--- src/rtl/sim_exit_ctrl_pkg.sv ---
// sim_exit_ctrl_pkg
// Shared definitions for the simulation exit controller: register word
// offsets (decoded from addr[4:2]), the exit state enum, the default
// watchdog failure code and a byte-enable merge helper.
package sim_exit_ctrl_pkg;

  localparam logic [2:0] REG_EXIT_VALUE = 3'd0;  // 0x00
  localparam logic [2:0] REG_EXIT_VALID = 3'd1;  // 0x04
  localparam logic [2:0] REG_CYCLE_LO   = 3'd2;  // 0x08
  localparam logic [2:0] REG_CYCLE_HI   = 3'd3;  // 0x0C
  localparam logic [2:0] REG_WDT_LIMIT  = 3'd4;  // 0x10
  localparam logic [2:0] REG_WDT_KICK   = 3'd5;  // 0x14
  localparam logic [2:0] REG_STATUS     = 3'd6;  // 0x18

  localparam logic [31:0] WDT_EXIT_CODE_DEFAULT = 32'hDEAD_0001;

  typedef enum logic {
    RUN    = 1'b0,
    EXITED = 1'b1
  } exit_state_e;

  // Merge write data into an existing word, byte lane by byte lane.
  function automatic logic [31:0] apply_be(input logic [31:0] old_val,
                                           input logic [31:0] wdata,
                                           input logic [3:0]  be);
    logic [31:0] res;
    res = old_val;
    for (int i = 0; i < 4; i++) begin
      if (be[i]) res[8*i +: 8] = wdata[8*i +: 8];
    end
    return res;
  endfunction

endpackage

--- src/rtl/sim_exit_ctrl_wdt.sv ---
// sim_exit_ctrl_wdt
// Watchdog counter. Counts while enabled (not frozen, limit non-zero),
// saturates at limit-1 and raises a single-cycle expiry indication when the
// count sits at limit-1 and no clear arrives in the same cycle.
// Ports:
//   clk_i, rst_ni  clock, asynchronous active-low reset
//   limit_i        current WDT_LIMIT value (0 disables)
//   clear_i        kick or limit write this cycle
//   freeze_i       controller has exited; counter holds
//   expire_o       expiry condition this cycle
module sim_exit_ctrl_wdt (
  input  logic        clk_i,
  input  logic        rst_ni,
  input  logic [31:0] limit_i,
  input  logic        clear_i,
  input  logic        freeze_i,
  output logic        expire_o
);

  logic [31:0] cnt_q, cnt_d;
  logic [31:0] limit_m1;
  logic        enable;
  logic        at_limit;

  assign limit_m1 = limit_i - 32'd1;
  assign enable   = !freeze_i && (limit_i != 32'd0);
  assign at_limit = (cnt_q == limit_m1);
  // A clear in the expiry cycle beats the expiry.
  assign expire_o = enable && at_limit && !clear_i;

  always_comb begin
    cnt_d = cnt_q;
    if (freeze_i) begin
      cnt_d = cnt_q;
    end else if (clear_i) begin
      cnt_d = 32'd0;
    end else if (enable && (cnt_q < limit_m1)) begin
      cnt_d = cnt_q + 32'd1;
    end
  end

  always_ff @(posedge clk_i or negedge rst_ni) begin
    if (!rst_ni) cnt_q <= 32'd0;
    else         cnt_q <= cnt_d;
  end

endmodule

--- src/rtl/sim_exit_ctrl.sv ---
// sim_exit_ctrl
// Memory-mapped simulation-control slave (OBI-style). Software writes an exit
// code then a valid strobe; the controller moves RUN -> EXITED and holds
// exit_valid_o high until reset. Includes a free-running 64-bit cycle counter
// (with a high-word shadow captured on CYCLE_LO reads) and a watchdog that
// forces an exit with WDT_EXIT_CODE.
// Handshake: gnt_o mirrors req_i (no wait states); every granted request,
// read or write, gets rvalid_o exactly one cycle later; rdata_o is registered
// and is zero whenever rvalid_o is low; writes take effect at the grant edge.
// Ports:
//   clk_i, rst_ni              clock, asynchronous active-low reset
//   req_i, we_i, be_i, addr_i, wdata_i   request channel
//   gnt_o, rvalid_o, rdata_o   grant / response channel
//   exit_valid_o, exit_value_o exit flag (sticky) and exit code
module sim_exit_ctrl
  import sim_exit_ctrl_pkg::*;
#(
  parameter logic [31:0] WDT_EXIT_CODE   = WDT_EXIT_CODE_DEFAULT,
  parameter logic [31:0] WDT_RESET_LIMIT = 32'd0
) (
  input  logic        clk_i,
  input  logic        rst_ni,
  input  logic        req_i,
  input  logic        we_i,
  input  logic [3:0]  be_i,
  input  logic [31:0] addr_i,
  input  logic [31:0] wdata_i,
  output logic        gnt_o,
  output logic        rvalid_o,
  output logic [31:0] rdata_o,
  output logic        exit_valid_o,
  output logic [31:0] exit_value_o
);

  exit_state_e state_q, state_d;
  logic [31:0] exit_value_q, exit_value_d;
  logic [31:0] wdt_limit_q, wdt_limit_d;
  logic        wdt_expired_q, wdt_expired_d;
  logic [63:0] cycle_q;
  logic [31:0] shadow_q, shadow_d;
  logic        rvalid_q;
  logic [31:0] rdata_q, rdata_d;

  logic [2:0]  idx;
  logic        wr, rd, running, exited;
  logic        sw_exit, wdt_clear, wdt_expire;
  logic        unused_addr;

  assign idx         = addr_i[4:2];
  assign unused_addr = ^{addr_i[31:5], addr_i[1:0]};
  assign wr          = req_i && we_i;
  assign rd          = req_i && !we_i;
  assign running     = (state_q == RUN);
  assign exited      = (state_q == EXITED);

  assign sw_exit   = running && wr && (idx == REG_EXIT_VALID) && be_i[0] && wdata_i[0];
  assign wdt_clear = wr && ((idx == REG_WDT_KICK) || (idx == REG_WDT_LIMIT));

  sim_exit_ctrl_wdt u_wdt (
    .clk_i    (clk_i),
    .rst_ni   (rst_ni),
    .limit_i  (wdt_limit_q),
    .clear_i  (wdt_clear),
    .freeze_i (exited),
    .expire_o (wdt_expire)
  );

  // State machine and register updates.
  always_comb begin
    state_d       = state_q;
    exit_value_d  = exit_value_q;
    wdt_limit_d   = wdt_limit_q;
    wdt_expired_d = wdt_expired_q;

    if (running && wr) begin
      if (idx == REG_EXIT_VALUE) exit_value_d = apply_be(exit_value_q, wdata_i, be_i);
      if (idx == REG_WDT_LIMIT)  wdt_limit_d  = apply_be(wdt_limit_q, wdata_i, be_i);
    end

    // Software exit takes priority over a coincident watchdog expiry.
    if (sw_exit) begin
      state_d = EXITED;
    end else if (running && wdt_expire) begin
      state_d       = EXITED;
      exit_value_d  = WDT_EXIT_CODE;
      wdt_expired_d = 1'b1;
    end
  end

  // Read decode; a CYCLE_LO read also captures the high word so a following
  // CYCLE_HI read is coherent with it.
  always_comb begin
    rdata_d  = 32'd0;
    shadow_d = shadow_q;
    if (rd) begin
      case (idx)
        REG_EXIT_VALUE: rdata_d = exit_value_q;
        REG_EXIT_VALID: rdata_d = {31'b0, exited};
        REG_CYCLE_LO: begin
          rdata_d  = cycle_q[31:0];
          shadow_d = cycle_q[63:32];
        end
        REG_CYCLE_HI:   rdata_d = shadow_q;
        REG_WDT_LIMIT:  rdata_d = wdt_limit_q;
        REG_STATUS:     rdata_d = {30'b0, wdt_expired_q, exited};
        default:        rdata_d = 32'd0;
      endcase
    end
  end

  always_ff @(posedge clk_i or negedge rst_ni) begin
    if (!rst_ni) begin
      state_q       <= RUN;
      exit_value_q  <= 32'd0;
      wdt_limit_q   <= WDT_RESET_LIMIT;
      wdt_expired_q <= 1'b0;
      cycle_q       <= 64'd0;
      shadow_q      <= 32'd0;
      rvalid_q      <= 1'b0;
      rdata_q       <= 32'd0;
    end else begin
      state_q       <= state_d;
      exit_value_q  <= exit_value_d;
      wdt_limit_q   <= wdt_limit_d;
      wdt_expired_q <= wdt_expired_d;
      cycle_q       <= cycle_q + 64'd1;
      shadow_q      <= shadow_d;
      rvalid_q      <= req_i;
      rdata_q       <= rdata_d;
    end
  end

  assign gnt_o        = req_i;
  assign rvalid_o     = rvalid_q;
  assign rdata_o      = rdata_q;
  assign exit_valid_o = exited;
  assign exit_value_o = exit_value_q;

endmodule

--- config.mk ---
export PLATFORM = sky130hd
export DESIGN_NAME = sim_exit_ctrl
export DESIGN_NICKNAME = d
export VERILOG_FILES = /design/src/rtl/sim_exit_ctrl_pkg.sv /design/src/rtl/sim_exit_ctrl_wdt.sv /design/src/rtl/sim_exit_ctrl.sv
export SDC_FILE = /design/constraint.sdc
export NUM_CORES = 1
export LEC_CHECK = 0
export ABC_CLOCK_PERIOD_IN_PS = 6400
export CORE_ASPECT_RATIO = 0.75
export CORE_UTILIZATION = 25
export DETAILED_ROUTE_END_ITERATION = 8
export GPL_TIMING_DRIVEN = 0
export PLACE_DENSITY = 0.45
export SYNTH_ARGS = -nofsm -noshare
export SYNTH_HDL_FRONTEND = slang
export SYNTH_SLANG_ARGS = --single-unit
export TNS_END_PERCENT = 50
--- constraint.sdc ---
create_clock -name clk_i -period 6.4 [get_ports clk_i]
set_input_delay 0.64 -clock clk_i [delete_from_list [all_inputs] [get_ports clk_i]]
set_output_delay 0.64 -clock clk_i [all_outputs]
set_load 0.005 [all_outputs]
Yosys cells after proc, flatten, opt, wreduce, memory -nomap -nowiden

Cells that the tools add are included.

Register bits after elaboration: 227
Logic and storage cells: 66
Output and inout bits: 67
Bits of input ports: 72

Add/sub/neg operators: 3
Magnitude comparators: 1
Multiplexer cells: 14
Bitwise gates (word level): 2
Reduce and logical (&&, ||, !) cells: 27
Eq/ne operators: 7

Operators with widths:

| kind                    | number |
|---|---|
| $mux W32                | 7 |
| $pmux W32 S6            | 1 |
| $add A64 B1 Y64 const B | 1 |
| $add A32 B1 Y32 const B | 1 |
| $eq A32 B32 Y1          | 1 |
| $lt A32 B32 Y1          | 1 |
| $mux W8                 | 4 |
| $reduce_bool A32 Y1     | 1 |
| $sub A32 B1 Y32 const B | 1 |
| $logic_and A1 B1 Y1     | 12 |
| $reduce_and A3 Y1       | 4 |
| $eq A3 B3 Y1 const B    | 3 |
| $eq A3 B2 Y1 const B    | 2 |
| $reduce_and A2 Y1       | 3 |
| $reduce_bool A2 Y1      | 2 |
| $eq A3 B1 Y1 const B    | 1 |
| $logic_not A1 Y1        | 3 |
| $logic_not A3 Y1        | 1 |
| $mux W1                 | 2 |
| $not A1 Y1              | 2 |
| $logic_or A1 B1 Y1      | 1 |

Logic depth before layout (Yosys ltp)

Word-level depth: 8
Mapped depth: 19
Mapped depth without buffers: 17

Modules after synthesis

A second synthesis with hierarchy kept.

Cell total of the unflattened synthesis: 1082
Area total of the unflattened synthesis: 11583.6 um2

By module, submodules not included:

| module            | area each (um2) | times used | cells an instance |
|---|---|---|---|
| sim_exit_ctrl     | 8361.8          | 1          | 705 |
| sim_exit_ctrl_wdt | 3221.8          | 1          | 377 |

Worst setup path after synthesis

OpenSTA, ideal clock, no wires.

Path type: register to register
From: register wdt_limit_q[16]
To: register u_wdt.cnt_q[31]
Library setup time: 0.126 ns
Cell stages (with the launch flop): 17
Setup slack: 1.412 ns
Required time: 6.274 ns
Clock period less this slack: 4.988 ns
Path buffers: 0
Arrival: 4.862 ns
Path through: dfrtp_1 or4_4 or3_1 or3_4 or3_4 or4_4 nor3b_2 xnor2_1 ha_1 nand4_1 nor3_1 a221oi_1 o211ai_1 or4_1 nor2_1 a41oi_1 a221o_1

Longest elaborated chain between the ends: 5

RTL lines:

| item                                                   | RTL line                                         | RTL |
|---|---|---|
| start: declaration                                     | sim_exit_ctrl.sv:37                              | `logic [31:0] wdt_limit_q, wdt_limit_d;` |
| start signal: assignment                               | sim_exit_ctrl.sv:124                             | `wdt_limit_q <= wdt_limit_d;` |
| $sub A32 B1 Y32 or $reduce_bool A32 Y1 (tied branches) | sim_exit_ctrl_wdt.sv:25, sim_exit_ctrl_wdt.sv:26 |  |
| $lt A32 B32 Y1 or $logic_and A1 B1 Y1 (tied branches)  | sim_exit_ctrl_wdt.sv:37, sim_exit_ctrl_wdt.sv:26 |  |
| $logic_and A1 B1 Y1 (*)                                | sim_exit_ctrl_wdt.sv:37                          | `end else if (enable && (cnt_q < limit_m1)) begin` |
| $reduce_bool A2 Y1 (no source line) (*)                | --                                               |  |
| $reduce_and A2 Y1 (no source line) (*)                 | --                                               |  |
| end signal: assignment                                 | sim_exit_ctrl_wdt.sv:44                          | `else cnt_q <= cnt_d;` |
| end: declaration                                       | sim_exit_ctrl_wdt.sv:20                          | `logic [31:0] cnt_q, cnt_d;` |

Mark *: on every way between the ends. The rest lies on a longest branch, timed or not.
A chain may end at the register's enable or synchronous reset.

Worst setup path after layout

Ends and elaborated chain as after synthesis.

==> impl_metrics.env <==
export IMPL_wl_per_cell_um=19.85
export IMPL_ios=139
export IMPL_syn_avg_cell_area_um2=10.55
export IMPL_arrival_ps=6230
export IMPL_p_leak_nw=5.868
export IMPL_die_h_um=186.6
export IMPL_grt_max_degree=98
export IMPL_ys_seq_area_share_pct=50.01
export IMPL_r2r_slack_ps=580
export IMPL_seq_area_um2=5680
export IMPL_path_clk_slew_ps=60
export IMPL_cts_tree="yes"
export IMPL_synthTopCellsByArea="dfrtp_1, mux2_2, xnor2_1"
export IMPL_cts_hold_buffers=0
export IMPL_p_per_area_nw_per_um2=281.7
export IMPL_dr_pass1_iters=5
export IMPL_cp_slowest_cell="nor2_1"
export IMPL_syn_inst=1077
export IMPL_rows=67
export IMPL_synth_top_cell_by_area="dfrtp_1"
export IMPL_coreArea_um2=44770
export IMPL_reg2regPathDepth=16
export IMPL_grt_pass1_wl_um=55000
export IMPL_hp_class="input port to async pin"
export IMPL_multi_input_area_um2=5405
export IMPL_ant_nets=0
export IMPL_start_util_pct=25.37
export IMPL_ys_warnings_count=0
export IMPL_clock_sinks=227
export IMPL_grt_antenna_before_repair=3
export IMPL_final_common_cell="dfrtp_1"
export IMPL_cts_root_buf="clkbuf_16"
export IMPL_synth_cell_types=59
export IMPL_clock_latency_ps=530
export IMPL_final_cell_mix="dfrtp_1, clkdlybuf4s50_1, nand2_1"
export IMPL_die_area_um2=46300
export IMPL_fin_crit_ps=5823
export IMPL_cts_made_buffers=25
export IMPL_portBuffers=106
export IMPL_setup_viol=0
export IMPL_netlist_area_um2=11360
export IMPL_criticalPathCategory="flop to flop"
export IMPL_drt_initial_drc_count=589
export IMPL_end_kind="flop"
export IMPL_hold_violations=0
export IMPL_nets=1322
export IMPL_clock_path_buffers=3
export IMPL_startpoint_type="flop"
export IMPL_path_cells="or4_4 > or3_1 > or3_4 > or3_4 > or4_4 > nor3b_2 > xnor2_1 > ha_1 > nand4_1 > nor3_1 > a221oi_1 > o211ai_1 > or4_1 > nor2_1 > a41oi_1 > a221o_1"
export IMPL_route_detailed_drc=0
export IMPL_post_dp_hpwl_um=26870
export IMPL_power_w=0.003969
export IMPL_cts_resized=0
export IMPL_grt_usage_pct=15.60
export IMPL_syn_nets=1185
export IMPL_max_freq_ghz=0.1717
export IMPL_clock_skew_ps=12.03
export IMPL_drv_cap=0
export IMPL_drive_gt1_share_pct=10.08
export IMPL_status="finished, final reports clean"
export IMPL_synth_edff_count=0
export IMPL_maxSlewViolCount=0
export IMPL_viasPerCell=4.968
export IMPL_num_vias=9036
export IMPL_synth_top_cell_area_share_pct=50.01
export IMPL_synth_flop_cell="dfrtp_1"
export IMPL_rsz0062_at_grt="no"
export IMPL_worst_slew_pin_slew_ps=1138
export IMPL_routed_wl_um=36110
export IMPL_max_slew_margin_pct=23.46
export IMPL_cp_max_fo=10
export IMPL_post_cts_setup_buffer_count=0
export IMPL_cpPeakStageDelay_ps=600
export IMPL_post_route_period_util_pct=90.99
export IMPL_ys_ff_latch=227
export IMPL_routabilityCongestion=0.7996
export IMPL_peakVddDrop_v=0.0001802
export IMPL_overflow=0
export IMPL_die_x_um=248.1
export IMPL_syn_to_final_growth_pct=24.04
export IMPL_cp_required_ps=6810
export IMPL_grt_pass1_vias=8598
export IMPL_h_tree_depth=1
export IMPL_fill_cells=4615
export IMPL_final_core_util_pct=31.47
export IMPL_async_flop_share_pct=100.0
[routing by layer]
layer  wire length, um  global-route usage, %
met3              2046                  2.833
met2             14900                  21.52
met5                 0                      0
met1             18550                  24.72
met4               620                  3.401
[final cells by class]
type / instances / share of cell area, %
sequential: 227 / 40.32
buffer: 55 / 1.563
inverter: 14 / 0.3730
tap: 586 / 5.204
clock buffer: 34 / 5.036
clock inverter: 9 / 1.057
multi-input combinational: 781 / 38.37
antenna: 3 / 0.05329
timing repair buffer: 110 / 8.028
[registers in the layout, summed over array words and instances (netlist names)]
signal / cells
rvalid_o: 1
shadow_q: 32
wdt_expired_q: 1
rdata_o: 32
wdt_limit_q: 32
u_wdt.cnt_q: 32
cycle_q: 64
exit_valid_o: 1
exit_value_o: 32
[power by group]
group	total, W	leakage (nW)	internal [W]	switching (W)
logic	0.000706	2.42	0.000333	0.000373
clock network	0.00153	0.425	0.000933	0.000597
registers	0.00173	3.03	0.00155	0.000181
total	0.00397	5.87	0.00282	0.00115
[worst paths after layout]
kind | startpoint | to
setup / recovery | wdt_limit_q[16] | u_wdt.cnt_q[31]
hold / removal | rst_ni | u_wdt.cnt_q[27]
setup reg to reg | wdt_limit_q[16] | u_wdt.cnt_q[31]
hold reg to reg | cycle_q[63] | cycle_q[63]
max in group asynchronous | rst_ni | cycle_q[8]
min in group clk_i | cycle_q[63] | cycle_q[63]
[cells by family after synthesis]
kind of cell / Yosys count / synth area share, %
XOR/XNOR: 92 / 7.094
adder cells (fa/ha/maj): 36 / 3.966
buffers and inverters: 69 / 2.401
multiplexers: 92 / 8.746
AO/OA/AOI/OAI: 186 / 11.08
flip-flops: 227 / 50.01
AND/OR/NAND/NOR: 375 / 16.70
[worst max-delay path: cells and delay by family (launching register included)]
| family | cells | cell delay, ps |
|---|---|---|
| simple gates | 10 | 3730 |
| compound gates | 4 | 1060 |
| flops | 1 | 490 |
| fa+ha+maj | 1 | 280 |
| xor+xnor | 1 | 150 |
[synthesized netlist by cell type, types with 32 or more instances]
library cell  count
nor2_1           75
mux2_2           58
a21oi_1          48
mux2i_1          34
clkbuf_1         49
nand3_1          47
nand2_1         101
ha_1             36
xnor2_1          60
dfrtp_1         227
a22oi_1          64
xor2_1           32
[metrics by stage]
step                cells  cell area, um^2  setup WS, ps  TNS [ps]  hold WS [ps]
CTS                  1815            14080         631.2         0         41.56
floorplan            1077            11360          1412         0         344.4
global placement     1769            13150         -5762  -1300730         464.0
global route         1819            14090         285.3         0         49.01
finish               1819            14090         576.6         0         38.26
detailed placement   1772            13220         683.2         0         453.2
No activity file was read; power rests on OpenSTA's default activity.
